**src/rtl/pulse_stretch_pkg.sv**
```systemverilog
// Shared types and game-level defaults for ms-timed pulse stretching.
package pulse_stretch_pkg;

    typedef enum logic [1:0] {
        IDLE     = 2'd0,
        HOLD     = 2'd1,
        COOLDOWN = 2'd2
    } ps_state_e;

    localparam int PS_HOLD_MS_DEF = 100;
    localparam int PS_GAP_MS_DEF  = 0;

endpackage

```
**src/rtl/tick_sync.sv**
```systemverilog
// Brings the free-running 1 kHz square wave into the clk domain
// and emits a registered one-cycle tick per rising edge.
module tick_sync (
    input  logic clk,
    input  logic rst,
    input  logic clk_1ms,
    output logic tick
);

    logic s1;
    logic s2;
    logic s3;

    always_ff @(posedge clk) begin
        if (rst) begin
            s1   <= 1'b0;
            s2   <= 1'b0;
            s3   <= 1'b0;
            tick <= 1'b0;
        end else begin
            s1   <= clk_1ms;
            s2   <= s1;
            s3   <= s2;
            tick <= s2 & ~s3;
        end
    end

endmodule

```
**src/rtl/pulse_stretch.sv**
```systemverilog
// Stretches a one-cycle load pulse into a level held for HOLD_MS
// ticks, with optional retrigger and a post-hold cooldown.
module pulse_stretch
    import pulse_stretch_pkg::*;
#(
    parameter int HOLD_MS   = PS_HOLD_MS_DEF,
    parameter int GAP_MS    = PS_GAP_MS_DEF,
    parameter int RETRIGGER = 1,
    parameter int CNT_W     = 16
) (
    input  logic clk,
    input  logic rst,
    input  logic clk_1ms,
    input  logic load_in,
    output logic level_out,
    output logic busy,
    output logic done,
    output logic dropped
);

    localparam logic [CNT_W-1:0] HOLD_LD = CNT_W'(HOLD_MS);
    localparam logic [CNT_W-1:0] GAP_LD  = CNT_W'(GAP_MS);
    localparam logic [CNT_W-1:0] ONE     = CNT_W'(1);
    localparam bit               RETRIG  = (RETRIGGER != 0);
    localparam bit               HAS_GAP = (GAP_MS > 0);

    ps_state_e        state;
    logic [CNT_W-1:0] cnt;
    logic             tick;

    tick_sync u_tick_sync (
        .clk     (clk),
        .rst     (rst),
        .clk_1ms (clk_1ms),
        .tick    (tick)
    );

    always_ff @(posedge clk) begin
        if (rst) begin
            state     <= IDLE;
            cnt       <= '0;
            level_out <= 1'b0;
            busy      <= 1'b0;
            done      <= 1'b0;
            dropped   <= 1'b0;
        end else begin
            done    <= 1'b0;
            dropped <= 1'b0;
            unique case (state)
                IDLE: begin
                    if (load_in) begin
                        state     <= HOLD;
                        cnt       <= HOLD_LD;
                        level_out <= 1'b1;
                        busy      <= 1'b1;
                    end
                end
                HOLD: begin
                    // a reload beats a coincident final tick
                    if (load_in && RETRIG) begin
                        cnt <= HOLD_LD;
                    end else begin
                        if (load_in) begin
                            dropped <= 1'b1;
                        end
                        if (tick) begin
                            if (cnt == ONE) begin
                                level_out <= 1'b0;
                                done      <= 1'b1;
                                if (HAS_GAP) begin
                                    state <= COOLDOWN;
                                    cnt   <= GAP_LD;
                                end else begin
                                    state <= IDLE;
                                    cnt   <= '0;
                                    busy  <= 1'b0;
                                end
                            end else begin
                                cnt <= cnt - ONE;
                            end
                        end
                    end
                end
                COOLDOWN: begin
                    if (load_in) begin
                        dropped <= 1'b1;
                    end
                    if (tick) begin
                        if (cnt == ONE) begin
                            state <= IDLE;
                            cnt   <= '0;
                            busy  <= 1'b0;
                        end else begin
                            cnt <= cnt - ONE;
                        end
                    end
                end
                default: begin
                    state     <= IDLE;
                    cnt       <= '0;
                    level_out <= 1'b0;
                    busy      <= 1'b0;
                end
            endcase
        end
    end

endmodule

```
**config.mk**
```make
export PLATFORM = sky130hd
export DESIGN_NAME = pulse_stretch
export DESIGN_NICKNAME = d
export VERILOG_FILES = /design/src/rtl/pulse_stretch_pkg.sv /design/src/rtl/tick_sync.sv /design/src/rtl/pulse_stretch.sv
export SDC_FILE = /design/constraint.sdc
export NUM_CORES = 1
export LEC_CHECK = 0
export ABC_AREA = 1
export BUFFER_PORTS_ARGS = -buffer_cell sky130_fd_sc_hd__buf_2
export CAP_MARGIN = 10
export CORE_AREA = 10 10 60 62
export DETAILED_ROUTE_END_ITERATION = 12
export DIE_AREA = 0 0 70 72
export PLACE_DENSITY_LB_ADDON = 0.12
export SLEW_MARGIN = 40
export SYNTH_ARGS = -nofsm -noshare
export SYNTH_HDL_FRONTEND = slang
export SYNTH_SLANG_ARGS = --single-unit
```
**constraint.sdc**
```tcl
create_clock -name clk -period 1.4 [get_ports clk]
set_clock_uncertainty 0.15 [all_clocks]
set_input_delay 0.14 -clock clk [delete_from_list [all_inputs] [get_ports clk]]
set_output_delay 0.14 -clock clk [all_outputs]
set_load 0.03 [all_outputs]
```
---- Yosys cells after proc, flatten, opt, wreduce, memory -nomap -nowiden ----
Index checks and enable logic that the tools add are counted.
storage, ports and cells
  bits in registers ....................... 26
  bits of input ports ..................... 4
  output and inout bits ................... 4
  logic and storage cells ................. 49
cells by class
  add/subtract/negate cells ............... 1
  eq/ne operators ......................... 7
  mux-type cells .......................... 21
  bitwise gates (word level) .............. 5
  reductions and logical operators ........ 5
operators by type and width
  operator                                                                 count
  16-bit two-way mux                                                       4
  16-bit case mux with 3 select lines                                      1
  16-bit by 1-bit == test with 1-bit output, second input constant         1
  16-bit by 1-bit subtractor with 16-bit output, second input constant     1
  1-bit two-way mux                                                        9
  2-bit two-way mux                                                        4
  2-bit inequality test, second input constant                             3
  1-bit case mux with 3 select lines                                       2
  2-bit case mux with 3 select lines                                       1
  5-bit AND reduction                                                      1
  1-bit inverter                                                           4
  4-bit OR reduction                                                       1
  2-bit by 1-bit == test with 1-bit output, second input constant          1
  2-bit == test, second input constant                                     1
  2-bit logical NOT                                                        1
  2-bit by 1-bit inequality test with 1-bit output, second input constant  1
  2-bit AND reduction                                                      1
  2-bit OR reduction                                                       1
  1-bit AND                                                                1

---- Depth between registers and ports, before layout ----
  depth after elaboration ................. 5
  depth in mapped cells ................... 10
  gate-level depth less buffers ........... 10

---- Hierarchy ----
A second synthesis with hierarchy kept.
second synthesis, totals
  cells, all modules ...................... 168
  area, all modules ....................... 1,267.5 um2
modules (own cells, without submodules)
  module         instances  cells an instance  area each (um2)  sequential area each (um2)
  pulse_stretch  1          156                1,152.4          360.3
  tick_sync      1          12                 115.1            80.1

---- Worst setup path after synthesis ----
Ideal clock, no wire load.
  path kind ............................... reg2reg
  from .................................... register, netlist name level_out
  to ...................................... register cnt[15]
  library setup time ...................... 0.114 ns
  arrival ................................. 1.481 ns
  setup slack ............................. -0.345 ns
  cell stages (with the launch flop) ...... 9
  path buffers ............................ 0
  cells stage by stage .................... dfxtp_1 -> inv_1 -> ha_1 -> inv_2 -> nand3_1 -> nor2_4 -> nand4_2 -> nor2_1 -> nor2_2
RTL lines
  element                 line                 source
  end signal: assignment  pulse_stretch.sv:79  cnt <= cnt - ONE;
  end signal: assignment  pulse_stretch.sv:94  cnt <= cnt - ONE;
  end: declaration        pulse_stretch.sv:28  logic [CNT_W-1:0] cnt;

---- Worst setup path in the final report ----
  from .................................... register cnt[1]
  to ...................................... register cnt[14]
between the ends
  cells in the longest elaborated chain, start to end .. 5
  elaborated cells on any way between the ends .. 6
ends and longest elaborated chain
  element                                                                                                            line                 source
  16-bit by 1-bit subtractor with 16-bit output / 16-bit by 1-bit == test with 1-bit output (equally long branches)  --
  16-bit two-way mux (*)                                                                                             pulse_stretch.sv:67  if (cnt == ONE) begin
  16-bit two-way mux (*)                                                                                             pulse_stretch.sv:66  if (tick) begin
  16-bit two-way mux                                                                                                 pulse_stretch.sv:60  if (load_in && RETRIG) begin
  16-bit case mux with 3 select lines (*)                                                                            pulse_stretch.sv:49  unique case (state)
Mark *: on every way between the ends. The rest lies on a longest branch, timed or not.
A chain may end at the register's enable or synchronous reset.

==> results.yml <==
status:
  status: "finished, violations left"
  violations: "negative setup slack"
grt:
  grt_pass1_wl_um: 5030
  grt_usage: 0.119
  grt_max_degree: 14
  globalRouteOverflowTotal: 0
  antenna_found_initial: 1
  grt_pass1_vias: 1130
floorplan:
  dieArea_mm2: 0.00504
  chipHeight_um: 72
  fp-row-count: 18
  io_pins: 8
  start_util: 0.510
  die_w_um: 70
  fp.coreArea_mm2: 0.00243
route:
  ant_nets: 0
  num_vias: 1146
  viasPerCell: 4.92
  detail_route.wl_per_cell_um: 13.7
  drc: 0
  drtIter0Drc: 60
  wl_um: 3190
  drtPass1Iterations: 4
worst_hold_path:
  whs_path_depth: 5
  hold_start: "load_in"
  worst_hold_path.endpoint: "done$_SDFF_PP0_"
  hold_class: "in2reg"
worst_setup_path:
  critPathBufInv: 1
  reg2reg_depth: 8
  crit_type: "reg2reg"
  reg2reg_from: "cnt[1]$_SDFFE_PP0P_"
  path_delay_family: "simple AND/OR/NAND/NOR gates"
  required_ns: 1.52
  worstPathArrival_ns: 1.60
  crit_slowest_cell: "dfxtp_2"
  r2r-end: "cnt[14]$_SDFFE_PP0P_"
  worst-path-stages: 8
  r2r_slack_ns: -0.08
  path_common_cell: "nand2_1"
  start_kind: "register"
  worstPathMaxFanout: 4
  cpPeakStageDelay_ns: 0.35
  crit_chain: "inv_2 -> ha_2 -> nand2_2 -> nor2_2 -> nand2_1 -> nand2_1 -> nand3_1 -> a21oi_1"
  critPathCaptureType: "register"
cells_and_area:
  drive_gt1_frac: 0.564
  nets: 211
  layout_commonest_cell: "buf_4"
  stdcell_count: 233
  syn_to_final_growth_pct: 45.4
  mostFrequentLayoutCells: "buf_4 (31), nand2_1 (17), inv_1 (15), nor2_2 (15), dfxtp_1 (12)"
power_and_ir_drop:
  comb_power_share: 0.375
  p_switching_uw: 689
  power_density_mw_per_mm2: 1100
  power_leakage_uw: 0.000799
  clock_power_share: 0.253
  p_int_uw: 1290
  power_frac_seq: 0.372
  vdd_drop_max_mv: 1.03
  swShare: 0.348
logic_synthesis:
  ys.flop_type: "dfxtp_1"
  syn-num-nets: 168
  synthCells: 160
  synthDistinctLibCells: 33
  yosysWarningCount: 0
  syn_area_per_cell_um2: 7.76
  synth_seq_cells: 22
  synth_edf_count: 0
  ys_seq_area_frac: 0.355
  netlist_area_mm2: 0.00124
  synthArstFlopShare: 0
place:
  port_buffers: 6
  gp_congestion: 0.864
  dpl_worst_slack_ns: -0.0766
  hpwl_um: 2090
  dp.cells: 215
sta:
  fin_crit_ns: 1.48
  setup_violations: 14
  period_share: 1.06
  layout_setup_ws_ns: -0.0802
  hold_violations: 0
  drv_slew: 0
  fmax_mhz: 676
  grt_setup_unrepaired: "true"
clock_tree:
  cts_sinks: 22
  clk_latency_ns: 0.32
  cts_buffer_depth: 2
  path_clk_slew_ns: 0.14
  cts_tree: "done"
  clockRootBuffer: "clkbuf_4"
  tritoncts.num_buffers: 3
  cts_max_level: 1
flow_run:
  maxCapViolCount: 0
==> worst register-to-register path, stage by stage (launching register included) <==
cell and delay [ns]:
dfxtp_2 0.35, inv_2 0.09, ha_2 0.20, nand2_2 0.10
nor2_2 0.19, nand2_1 0.08, nand2_1 0.06, nand3_1 0.08
a21oi_1 0.14
==> Yosys cell counts, types with 3 or more instances <==
library cell,n,area (um2)
nand2_1,21,78.8
inv_2,4,15.0
xor2_1,5,43.8
nor2_4,3,33.8
nor2_2,15,93.8
o21ai_1,3,15.0
nand2_2,4,25.0
nor2_1,16,60.1
ha_1,4,50.1
inv_1,18,67.6
dfxtp_1,22,440
a21oi_1,7,35.0
nor3_1,3,15.0
nand3_1,9,45.0
nand2_4,4,45.0
==> power groups by stage <==
stage / sequential, uW / combinational (uW) / clock (uW)
finish: 736 / 743 / 501
global route: 742 / 812 / 521
CTS: 732 / 698 / 504
detailed placement: 731 / 615 / 0
global placement: 730 / 599 / 0
floorplan: 735 / 446 / 0
==> final cells by class <==
class	instances	area, um2
clock inverter	1	30.0
multi-input combinational	112	845
tap	30	37.5
inverter	24	108
clock buffer	3	22.5
antenna	1	2.50
timing repair buffer	40	302
fill	164	628
sequential	22	458
==> what timing repair did <==
item	4_1_cts	5_1_grt
pin swaps	16	0
hold buffers	3	0
gates cloned	1	0
endpoints found under the setup margin	16	19
buffers inserted	7	2
hold endpoints to repair	6	0
resized for setup	28	12
==> how the worst max path moves through the flow <==
| stage | startpoint | endpoint | slack [ns] |
|---|---|---|---|
| floorplan | level_out$_SDFFE_PP0P_ | cnt[15]$_SDFFE_PP0P_ | -0.08 |
| global placement | level_out$_SDFFE_PP0P_ | cnt[15]$_SDFFE_PP0P_ | -0.06 |
| detailed placement | load_in | cnt[15]$_SDFFE_PP0P_ | -0.08 |
| CTS | level_out$_SDFFE_PP0P_ | cnt[1]$_SDFFE_PP0P_ | -0.05 |
| global route | cnt[1]$_SDFFE_PP0P_ | cnt[14]$_SDFFE_PP0P_ | -0.17 |
| finish | cnt[1]$_SDFFE_PP0P_ | cnt[14]$_SDFFE_PP0P_ | -0.08 |
==> stage by stage <==
| stage | setup TNS (ns) | area [um2] | power, uW | hold slack [ns] | util |
|---|---|---|---|---|---|
| floorplan | -0.149 | 1300 | 1180 | 0.0970 | - |
| global placement | -0.199 | 1510 | 1330 | 0.205 | 0.621 |
| detailed placement | -0.737 | 1510 | 1350 | 0.204 | 0.621 |
| CTS | -0.251 | 1740 | 1930 | 0.0673 | 0.716 |
| global route | -1.73 | 1800 | 2070 | 0.104 | 0.742 |
| finish | -0.515 | 1800 | 1980 | 0.0678 | 0.742 |
==> metal layers <==
layer,GRT usage,share of wire,vias up
li1,-,-,581
met1,0.128,0.40,531
met2,0.225,0.54,21
met3,0.0190,0.026,13
met4,0.0548,0.038,0
met5,0,0,-
==> kinds of logic (layout without fill, tap and decap cells) <==
family | after synthesis | count (layout) | synth area share
and+or+nand+nor | 84 | 85 | 0.392
buffers and inverters | 27 | 68 | 0.0897
DFF | 22 | 22 | 0.355
AOI/OAI and AO/OA | 15 | 15 | 0.0706
xor gates and xnor gates | 7 | 7 | 0.0494
adders and majority gates | 4 | 4 | 0.0403
other | 1 | 2 | 0.00302
==> flip-flops by register name, summed over array words and instances (netlist names) <==
signal and count:
u_tick_sync.s2 1, done 1, level_out 1, u_tick_sync.tick 1, u_tick_sync.s1 1, u_tick_sync.s3 1, cnt 16
Note: power is estimated with default switching activity, not from simulation.
